==> config.mk <==
export PLATFORM = sky130hd
export DESIGN_NAME = sram_window_ctrl_flat
export DESIGN_NICKNAME = d
export VERILOG_FILES = /design/src/rtl/sram_ctrl_pkg.sv /design/src/rtl/sram_window_ctrl_if.sv /design/src/rtl/sram_window_ctrl.sv /design/src/flat_wrapper.sv
export SDC_FILE = /design/constraint.sdc
export NUM_CORES = 1
export LEC_CHECK = 0
export BUFFER_PORTS_ARGS = -buffer_cell sky130_fd_sc_hd__buf_4
export CORE_MARGIN = 2
export CORE_UTILIZATION = 57
export CTS_CLUSTER_SIZE = 12
export DETAILED_ROUTE_END_ITERATION = 10
export PLACE_DENSITY = 0.9
export SYNTH_ARGS = -nofsm -noshare
export SYNTH_HDL_FRONTEND = slang
export SYNTH_SLANG_ARGS = --single-unit
==> constraint.sdc <==
create_clock -name CK -period 5.61 [get_ports CK]
set_input_delay 0.561 -clock CK [delete_from_list [all_inputs] [get_ports CK]]
set_output_delay 0.561 -clock CK [all_outputs]
set_load 0.01 [all_outputs]
==> src/rtl/sram_ctrl_pkg.sv <==
// Shared definitions for the SRAM window controller: FSM encoding and default widths.
package sram_ctrl_pkg;

   localparam int ADDR_W_DEF = 8;
   localparam int DATA_W_DEF = 16;

   typedef enum logic [1:0] {
      IDLE    = 2'd0,
      ISSUE   = 2'd1,
      CAPTURE = 2'd2,
      PRESENT = 2'd3
   } state_t;

endpackage

==> src/rtl/sram_window_ctrl_if.sv <==
// Sample input, window readout and SRAM port bundle for sram_window_ctrl.
interface sram_window_ctrl_if #(
   parameter int ADDR_W = sram_ctrl_pkg::ADDR_W_DEF,
   parameter int DATA_W = sram_ctrl_pkg::DATA_W_DEF
);
   logic              in_valid;
   logic              in_ready;
   logic [DATA_W-1:0] in_data;
   logic              rd_start;
   logic [ADDR_W:0]   rd_len;
   logic              rd_err;
   logic              busy;
   logic              out_valid;
   logic              out_ready;
   logic [DATA_W-1:0] out_data;
   logic              out_last;
   logic              sram_cs;
   logic              sram_we;
   logic [ADDR_W-1:0] sram_a;
   logic [DATA_W-1:0] sram_d;
   logic [DATA_W-1:0] sram_q;

   // controller side
   modport slave (
      input  in_valid, in_data, rd_start, rd_len, out_ready, sram_q,
      output in_ready, rd_err, busy, out_valid, out_data, out_last,
             sram_cs, sram_we, sram_a, sram_d
   );

   // producer / consumer / SRAM side
   modport master (
      output in_valid, in_data, rd_start, rd_len, out_ready, sram_q,
      input  in_ready, rd_err, busy, out_valid, out_data, out_last,
             sram_cs, sram_we, sram_a, sram_d
   );

endinterface

==> src/rtl/sram_window_ctrl.sv <==
// Circular sample buffer in an external 1RW SRAM; streams the most recent
// rd_len samples, oldest first, one word per ISSUE/CAPTURE/PRESENT round.
module sram_window_ctrl #(
   parameter int ADDR_W = sram_ctrl_pkg::ADDR_W_DEF,
   parameter int DATA_W = sram_ctrl_pkg::DATA_W_DEF
) (
   input  logic              CK,
   input  logic              RST,
   sram_window_ctrl_if.slave bus
);
   import sram_ctrl_pkg::*;

   localparam int              DEPTH     = 1 << ADDR_W;
   localparam logic [ADDR_W:0] COUNT_MAX = (ADDR_W + 1)'(DEPTH);
   localparam logic [ADDR_W:0] CNT_ONE   = (ADDR_W + 1)'(1);
   localparam logic [ADDR_W-1:0] PTR_ONE = ADDR_W'(1);

   state_t            state_reg, state_next;
   logic [ADDR_W-1:0] wptr_reg, rptr_reg;
   logic [ADDR_W:0]   count_reg, remaining_reg;
   logic [DATA_W-1:0] out_data_reg;
   logic              out_last_reg;
   logic              rd_err_reg;

   logic idle, len_ok, rd_accept, rd_reject, wr_fire;

   always_comb begin
      idle      = (state_reg == IDLE);
      len_ok    = (bus.rd_len != '0) && (bus.rd_len <= count_reg);
      rd_accept = idle && bus.rd_start && len_ok;
      rd_reject = idle && bus.rd_start && !len_ok;
      // a read request in the same cycle takes priority over the sample
      wr_fire   = idle && !bus.rd_start && !RST && bus.in_valid;
   end

   always_comb begin
      state_next = state_reg;
      case (state_reg)
         IDLE:    if (rd_accept) state_next = ISSUE;
         ISSUE:   state_next = CAPTURE;
         CAPTURE: state_next = PRESENT;
         PRESENT: if (bus.out_ready) state_next = out_last_reg ? IDLE : ISSUE;
         default: state_next = IDLE;
      endcase
   end

   always_comb begin
      bus.in_ready = idle && !bus.rd_start && !RST;
      bus.sram_cs  = 1'b0;
      bus.sram_we  = 1'b0;
      bus.sram_a   = '0;
      bus.sram_d   = '0;
      if (wr_fire) begin
         bus.sram_cs = 1'b1;
         bus.sram_we = 1'b1;
         bus.sram_a  = wptr_reg;
         bus.sram_d  = bus.in_data;
      end else if (state_reg == ISSUE) begin
         bus.sram_cs = 1'b1;
         bus.sram_a  = rptr_reg;
      end
   end

   assign bus.busy      = !idle;
   assign bus.out_valid = (state_reg == PRESENT);
   assign bus.out_data  = out_data_reg;
   assign bus.out_last  = out_last_reg;
   assign bus.rd_err    = rd_err_reg;

   always_ff @(posedge CK or posedge RST) begin
      if (RST) begin
         state_reg     <= IDLE;
         wptr_reg      <= '0;
         count_reg     <= '0;
         rptr_reg      <= '0;
         remaining_reg <= '0;
         out_data_reg  <= '0;
         out_last_reg  <= 1'b0;
         rd_err_reg    <= 1'b0;
      end else begin
         state_reg  <= state_next;
         rd_err_reg <= rd_reject;
         if (wr_fire) begin
            wptr_reg <= wptr_reg + PTR_ONE;
            if (count_reg != COUNT_MAX) count_reg <= count_reg + CNT_ONE;
         end
         // rd_len == DEPTH truncates to 0, so the window starts at wptr itself
         if (rd_accept) begin
            rptr_reg      <= wptr_reg - bus.rd_len[ADDR_W-1:0];
            remaining_reg <= bus.rd_len;
         end
         if (state_reg == CAPTURE) begin
            out_data_reg  <= bus.sram_q;
            out_last_reg  <= (remaining_reg == CNT_ONE);
            rptr_reg      <= rptr_reg + PTR_ONE;
            remaining_reg <= remaining_reg - CNT_ONE;
         end
      end
   end

endmodule
==> src/flat_wrapper.sv <==
// flat-port wrapper written by rule: the top's interface ports become plain ports
module sram_window_ctrl_flat import sram_ctrl_pkg::*;
#(
   parameter int ADDR_W = sram_ctrl_pkg::ADDR_W_DEF,
   parameter int DATA_W = sram_ctrl_pkg::DATA_W_DEF
)
  (CK, RST, bus_in_valid, bus_in_data, bus_rd_start, bus_rd_len, bus_out_ready, bus_sram_q, bus_in_ready, bus_rd_err, bus_busy, bus_out_valid, bus_out_data, bus_out_last, bus_sram_cs, bus_sram_we, bus_sram_a, bus_sram_d);
  sram_window_ctrl_if #(.ADDR_W(ADDR_W), .DATA_W(DATA_W)) bus_i ();
  input  logic CK;
  input  logic RST;
  input wire logic [$bits(bus_i.in_valid)-1:0] bus_in_valid;
  input wire logic [$bits(bus_i.in_data)-1:0] bus_in_data;
  input wire logic [$bits(bus_i.rd_start)-1:0] bus_rd_start;
  input wire logic [$bits(bus_i.rd_len)-1:0] bus_rd_len;
  input wire logic [$bits(bus_i.out_ready)-1:0] bus_out_ready;
  input wire logic [$bits(bus_i.sram_q)-1:0] bus_sram_q;
  output wire logic [$bits(bus_i.in_ready)-1:0] bus_in_ready;
  output wire logic [$bits(bus_i.rd_err)-1:0] bus_rd_err;
  output wire logic [$bits(bus_i.busy)-1:0] bus_busy;
  output wire logic [$bits(bus_i.out_valid)-1:0] bus_out_valid;
  output wire logic [$bits(bus_i.out_data)-1:0] bus_out_data;
  output wire logic [$bits(bus_i.out_last)-1:0] bus_out_last;
  output wire logic [$bits(bus_i.sram_cs)-1:0] bus_sram_cs;
  output wire logic [$bits(bus_i.sram_we)-1:0] bus_sram_we;
  output wire logic [$bits(bus_i.sram_a)-1:0] bus_sram_a;
  output wire logic [$bits(bus_i.sram_d)-1:0] bus_sram_d;
  assign bus_i.in_valid = bus_in_valid;
  assign bus_i.in_data = bus_in_data;
  assign bus_i.rd_start = bus_rd_start;
  assign bus_i.rd_len = bus_rd_len;
  assign bus_i.out_ready = bus_out_ready;
  assign bus_i.sram_q = bus_sram_q;
  assign bus_in_ready = bus_i.in_ready;
  assign bus_rd_err = bus_i.rd_err;
  assign bus_busy = bus_i.busy;
  assign bus_out_valid = bus_i.out_valid;
  assign bus_out_data = bus_i.out_data;
  assign bus_out_last = bus_i.out_last;
  assign bus_sram_cs = bus_i.sram_cs;
  assign bus_sram_we = bus_i.sram_we;
  assign bus_sram_a = bus_i.sram_a;
  assign bus_sram_d = bus_i.sram_d;
  sram_window_ctrl #(.ADDR_W(ADDR_W), .DATA_W(DATA_W)) u_core (.CK(CK), .RST(RST), .bus(bus_i));
endmodule
; ---- Yosys cells after proc, flatten, opt, wreduce, memory -nomap -nowiden
; Cells that the tools add are included.
[word_totals]
reg_bits = 54
in_bits = 46
output_inout_bits = 47
wordCells = 51
[op_classes]
add_sub_neg = 5
magnitude_cmp = 1
eq_ne = 7
muxes = 14
n_reduce_logical = 16
[op_table]
columns = op, count
row1 = 8-bit two-way mux, 4
row2 = 9-bit two-way mux, 2
row3 = 8-bit by 1-bit adder with 8-bit output (second input constant), 2
row4 = 16-bit two-way mux, 1
row5 = 9-bit by 1-bit adder with 9-bit output (second input constant), 1
row6 = 9-bit by 1-bit == test with 1-bit output (second input constant), 1
row7 = 9-bit less-or-equal comparator, 1
row8 = 9-bit inequality test (second input constant), 1
row9 = 9-bit nonzero test, 1
row10 = 9-bit by 1-bit subtractor with 9-bit output (second input constant), 1
row11 = 2-bit one-hot mux with 4 select lines, 1
row12 = 8-bit subtractor, 1
row13 = 1-bit logical AND, 7
row14 = 2-bit == test (second input constant), 2
row15 = 1-bit zero test, 4
row16 = 1-bit two-way mux, 4
row17 = 2-bit two-way mux, 2
row18 = 2-bit inequality test (second input constant), 2
row19 = 2-bit AND reduction, 2
row20 = 2-bit by 1-bit == test with 1-bit output (second input constant), 1
row21 = 2-bit zero test, 1
row22 = 2-bit nonzero test, 1

; ---- Depth between registers and ports, before layout
; Gate-level depths: netlist of the first run.
[logic_depth]
depth_word = 5
mapped_depth = 9
depth_no_buf = 9

; ---- Worst setup path before layout of the first run
; No wires, ideal clock.
[synth_timing]
kind = reg2out
from = register u_core.state_reg[0]
to = output port bus_sram_a[0]
arrival_time_ps = 1842
required_time_ps = 5049
setup_slack_ps = 3207
stages_incl_launch_ff = 9
path_buffers = 2
path_cell_list = dfrtp_1 > inv_1 > ha_1 > nor3b_4 > and2_1 > buf_4 > clkbuf_1 > nand2_1 > o21ai_0
[synth_between]
elab_chain_cells = 5
[synth_rtl]
columns = item, line_no
row1 = start: declaration, sram_window_ctrl.sv:18  ; state_t state_reg, state_next;
row2 = start signal: assignment, sram_window_ctrl.sv:81  ; state_reg <= state_next;
row3 = 2-bit zero test, sram_window_ctrl.sv:28  ; idle = (state_reg == IDLE);
row4 = 1-bit logical AND (3 in series), sram_window_ctrl.sv:33  ; wr_fire = idle && !bus.rd_start && !RST && bus.in_valid;
row5 = 8-bit two-way mux (*), sram_window_ctrl.sv:53  ; if (wr_fire) begin
row6 = end: declaration, flat_wrapper.sv:25  ; output wire logic [$bits(bus_i.sram_a)-1:0] bus_sram_a;
; Every way passes the cells marked *; elsewhere a longest branch is shown, timed or not.

; ---- Worst setup path after layout of the first run
[layout_timing]
from = register u_core.state_reg[0]
to = output port bus_sram_a[3]
; The elaborated chain is that of the path after synthesis.

==> results.cfg, run 1 <==
[outcome]
outcome = finished, final reports clean

[setup_path]
worstPathRequired_ns = 5.05
rr_worst_depth = 8
arrival_ns = 2.84
worstSetupStartpoint = u_core.state_reg[0]
critical_path_class = reg2out
crit_end = bus_sram_a[3]
r2r-start = u_core.state_reg[0]
r2r-end = u_core.count_reg[7]
end_kind = output pin
cp_max_fo = 27
ff2ff_setup_slack_ns = 2.58
crit_path_start_kind = register

[sta]
max_slew_margin_pct = 48.4
tightest_slew_ns = 0.774
setup_viol = 0
post-route-min-period_ns = 3.40
whs_ns = 0.440
fin_tns_setup_ns = 0
fmax_mhz = 294
fin_skew_ns = 0.00389
finalHoldViolations = 0
grt_setup_unrepaired = no
maxSlewViolCount = 0
min_period_over_period_pct = 60.7

[route]
drtAntennaViolNets = 0
drt-total-wl_um = 8250
drt_iter0_drc = 261
viasPerCell = 5.60
wire_per_inst_um = 16.0
vias = 2892
post-route-drc-count = 0
first_pass_iters = 4

[finish]
largest_reg_flops = 16
antenna_cells = 0
area_growth_pct = 25.8
finish.net_count = 514
post_route_cells_drive_above_1_share_pct = 29.0

[global_route]
grt_max_degree = 55
busiest_layer = met2
antenna_found_initial = 0
grt_pass1_wl_um = 13300
global_route.usage.met3_pct = 3.78
grt_pass1_vias = 2730
met1_usage_pct = 37.1
grt_util_all_layers_pct = 26.2
grt.overflow.total = 0
use_met2_pct = 43.0

[floorplanning]
core_area_sq_mm = 0.00582
chipHeight_um = 80.9
die_x_um = 80.9
start_util_pct = 58.0
rows = 28
die-area_sq_mm = 0.00654
io_pins = 93

[synthesis]
async_reset_ff_share_pct = 100
yosys_warnings = 0
synth_edf_count = 0
syn_inst = 351
syn_area_sq_mm = 0.00337
yosysTopAreaCell = dfrtp_1
netlist_top_cells_area = dfrtp_1, ha_1, xnor2_1
synth_seq_area_share_pct = 40.1
ys.flop_type = dfrtp_1
syn-num-nets = 425
synth-seq-cells = 54
syn_avg_cell_area_sq_um = 9.60
yosysTopAreaCellShare_pct = 40.1
ys_types = 49

[placement]
io_buffers = 92
hpwlAfterDp_um = 6240
gp_congestion = 0.879

[clock_network]
cts_setup_buffers = 0
cts_tree = yes
clock_sinks = 54
root_buffer = clkbuf_8
cts_buffer_depth = 2
clock_latency_ns = 0.31
cts_hold_buffers = 0
clk_pin_slew_ns = 0.10
ctsResizeCount = 0
cts_buffers = 5
h-tree-depth = 2

[power]
peakVddDrop_uv = 296
p_int_mw = 1.12
p_comb_share_pct = 46.2
powerDensity_mw_per_mm2 = 432
seq_power_share_pct = 38.3
p_sw_mw = 0.709
p_leak_nw = 2.07
p_sw_share_pct = 38.6
p_clk_share_pct = 15.5

[flow_run]
maxCapViolCount = 0

[hold_path]
hp-class = in2async
-- placed cells by master, fill, tap and decap left out, types with 6 or more instances in the layout --
cell type / n
a21oi_1: 15
and3_1: 17
buf_4: 94
clkbuf_8: 6
dfrtp_1: 54
ha_1: 27
inv_1: 28
mux2_2: 16
mux2i_1: 7
nand2_1: 40
nand4_1: 10
nor2_1: 13
nor3_1: 6
o21ai_0: 27
xnor2_1: 22
-- worst max-delay path: stages (launching register included) --
cell and delay, ns:
dfrtp_1 0.44, inv_1 0.12, ha_1 0.27, nor3b_4 0.55
and2_1 0.72, o21ai_0 0.22, buf_4 0.19
-- synthesized netlist by cell type, types with 2 or more instances --
cell type  count
ha_1          27
a21oi_1       15
o31ai_1        3
buf_2          2
dfrtp_1       54
or2_2          2
and4_1         2
nand3_1        5
o21ai_0       27
xnor2_1       22
nor2_1        13
a2bb2oi_1      2
mux2_2        16
buf_1          2
o31a_1         2
a22oi_1        5
clkbuf_1       7
nand4_1       10
and3_1        17
xor2_1         5
and3_4         2
inv_1         29
nor3_1         6
nor2b_1        5
nor4_1         2
mux2i_1        7
nand2_1       40
-- stage by stage --
step	total power, mW	std cells	cell area, sq um	util [%]	setup slack, ns
final	1.83	516	4240	72.9	2.21
after global routing	1.97	516	4240	72.9	2.02
after CTS	1.84	516	4240	72.9	2.24
after detailed placement	1.55	508	4120	70.8	2.60
after global placement	1.51	508	4120	70.8	2.75
after floorplan	1.23	351	3370	-	3.21
-- how the worst min path moves through the flow --
| stage | start | end | depth (start not counted) |
|---|---|---|---|
| 2_1_floorplan | u_core.count_reg[8] | u_core.count_reg[8] | 1 |
| 3_3_place_gp | u_core.count_reg[5] | u_core.count_reg[5] | 1 |
| 3_5_place_dp | u_core.count_reg[5] | u_core.count_reg[5] | 1 |
| 4_1_cts | RST | u_core.remaining_reg[8] | 3 |
| 5_1_grt | bus_sram_q[1] | u_core.bus.out_data[1] | 2 |
| 6_report | RST | u_core.state_reg[0] | 3 |
-- kinds of logic after synthesis --
| group | synth area share [%] |
|---|---|
| AO/OA/AOI/OAI | 12.4 |
| AND/OR/NAND/NOR | 17.3 |
| XOR/XNOR | 7.02 |
| adder cells (fa/ha/maj) | 10.6 |
| multiplexers | 7.76 |
| buffers and inverters | 4.86 |
| flip-flops | 40.1 |
-- per-layer routing --
layer	routed length, um	part of all wire, %	up-vias
met1	3600	44	1414
li1	-	-	1405
met5	0	0	-
met3	354	4.3	8
met2	4200	51	65
met4	91	1.1	0
-- power groups by stage --
stage	combinational [mW]	clock, mW	sequential, mW
6_report	0.847	0.284	0.703
5_1_grt	0.941	0.301	0.725
4_1_cts	0.852	0.284	0.700
3_5_place_dp	0.847	0	0.708
3_3_place_gp	0.810	0	0.698
2_1_floorplan	0.537	0	0.697
-- area by class of cell --
type                       instances  area [sq um]
fill                             432          1580
sequential                        54          1350
clock inverter                     2          38.8
timing repair buffer              94           706
tap                               75          93.8
multi-input combinational        255          1860
clock buffer                       6          82.6
inverter                          30           113
No activity file was read; power rests on OpenSTA's default activity.
==> run 2, diff against run 1 <==
--- a/config.mk
+++ b/config.mk
@@ -7,10 +7,10 @@
 export LEC_CHECK = 0
 export BUFFER_PORTS_ARGS = -buffer_cell sky130_fd_sc_hd__buf_4
 export CORE_MARGIN = 2
-export CORE_UTILIZATION = 57
+export CORE_UTILIZATION = 48
 export CTS_CLUSTER_SIZE = 12
 export DETAILED_ROUTE_END_ITERATION = 10
-export PLACE_DENSITY = 0.9
+export PLACE_DENSITY = 0.81
 export SYNTH_ARGS = -nofsm -noshare
 export SYNTH_HDL_FRONTEND = slang
 export SYNTH_SLANG_ARGS = --single-unit
==> constraint.sdc (replaced) <==
create_clock -name CK -period 2.8 [get_ports CK]
set_input_delay 0.28 -clock CK [delete_from_list [all_inputs] [get_ports CK]]
set_output_delay 0.28 -clock CK [all_outputs]
set_load 0.01 [all_outputs]
==> results.cfg, run 2 (synthesis gave the netlist of run 1 again) <==
[outcome]
outcome = finished, final reports clean

[setup_path]
cp_max_fo = 24
arrival_ns = 2.28
rr_worst_depth = 8
ff2ff_setup_slack_ns = 0.46
r2r-start = u_core.count_reg[6]
r2r-end = u_core.rptr_reg[6]
worstPathRequired_ns = 2.52
crit_path_start_kind = register
critical_path_class = reg2out
end_kind = output pin

[floorplanning]
io_pins = 93
rows = 30
die_x_um = 87.8
start_util_pct = 49.6
chipHeight_um = 87.8
die-area_sq_mm = 0.00771
core_area_sq_mm = 0.00679

[route]
vias = 2852
wire_per_inst_um = 14.9
first_pass_iters = 4
drt_iter0_drc = 159
post-route-drc-count = 0
drtAntennaViolNets = 0
drt-total-wl_um = 8070
viasPerCell = 5.26

[global_route]
grt_util_all_layers_pct = 21.7
grt_pass1_vias = 2833
grt.overflow.total = 0
grt_pass1_wl_um = 13200
grt_max_degree = 30
antenna_found_initial = 0

[sta]
maxSlewViolCount = 0
setup_viol = 0
grt_setup_unrepaired = no
finalWorstSetupSlack_ns = 0.237
fmax_mhz = 390
max_slew_margin_pct = 65.5
fin_skew_ns = 0.0109
tightest_slew_ns = 0.512
finalHoldViolations = 0
fin_tns_setup_ns = 0
whs_ns = 0.0363
min_period_over_period_pct = 91.5
post-route-min-period_ns = 2.56

[placement]
gp_congestion = 0.847
post-place-ws_ns = 0.460
io_buffers = 92
hpwlAfterDp_um = 6210
dp_cells = 534

[clock_network]
ctsResizeCount = 0
clock_sinks = 54
root_buffer = clkbuf_8
cts_hold_buffers = 0
clk_pin_slew_ns = 0.11
cts_setup_buffers = 0
h-tree-depth = 2
cts_buffers = 5
cts_tree = yes
cts_buffer_depth = 2
clock_latency_ns = 0.32

[finish]
largest_reg_flops = 16
final_common_cell = buf_4
fill_cells = 564
final_cell_mix = buf_4, dfrtp_1, nand2_1, inv_1
post_route_cells_drive_above_1_share_pct = 29.8
finish.net_count = 519
area_growth_pct = 27.0
antenna_cells = 0
layout.cells.non_filler = 542

[power]
powerDensity_mw_per_mm2 = 837
p_leak_nw = 2.08
peakVddDrop_uv = 529

[flow_run]
maxCapViolCount = 0

[hold_path]
hp-class = in2async
## run 2: cell count changes in the layout (fill, tap and decap cells not counted), sizes merged
cell,before,now
buf,94,99
clkinvlp,0,1
bufinv,1,0
## run 2: routing by layer
metal,GRT usage [%],share of wire (%),vias to the layer above,wire [um]
met5,0,0,-,0
met4,5.45,0.74,0,60
met3,3.77,4.4,6,353
met2,36.2,50,65,4050
met1,29.3,45,1367,3610
li1,-,-,1414,-
## run 2: layout make-up
class                           count  area, sq um  area share [%]
Clock buffer                        6         82.6            1.93
Clock inverter                      2         16.3           0.380
Inverter                           30          113            2.63
Multi-Input combinational cell    255         1860            43.3
Sequential cell                    54         1350            31.6
Tap cell                           96          120            2.81
Timing Repair Buffer               99          743            17.4
## run 2: worst max-delay path, stage by stage (launching register included)
cell     delay [ns]
dfrtp_1        0.44
inv_1          0.13
ha_1           0.30
nor3b_4        0.23
and2_1         0.25
buf_4          0.27
nand2_1        0.10
o21ai_0        0.09
buf_4          0.15
## run 2: where the power goes
part,total (mW),switching (mW),internal (mW)
clock,0.476,0.272,0.204
combinational,1.71,0.833,0.876
sequential,1.40,0.305,1.09
total,3.58,1.41,2.17
## run 2: metrics by stage
| step | util (%) | area (sq um) | total power [mW] |
|---|---|---|---|
| after floorplan | - | 3370 | 2.47 |
| after detailed placement | 61.6 | 4180 | 3.12 |
| final | 63.0 | 4280 | 3.58 |
| after global routing | 63.0 | 4280 | 3.88 |
| after global placement | 61.6 | 4180 | 3.05 |
| after CTS | 63.0 | 4280 | 3.61 |
## run 2: worst max-delay path by stage
stage / startpoint / slack, ns / cells past startpoint / endpoint
floorplan: u_core.state_reg[0] / 0.68 / 8 / bus_sram_a[0]
global placement: u_core.count_reg[4] / 0.58 / 8 / u_core.rptr_reg[6]
detailed placement: u_core.count_reg[6] / 0.46 / 8 / u_core.rptr_reg[6]
CTS: u_core.state_reg[0] / 0.24 / 8 / bus_sram_a[2]
global route: u_core.state_reg[0] / 0.08 / 8 / bus_sram_a[7]
finish: u_core.state_reg[0] / 0.24 / 8 / bus_sram_a[2]
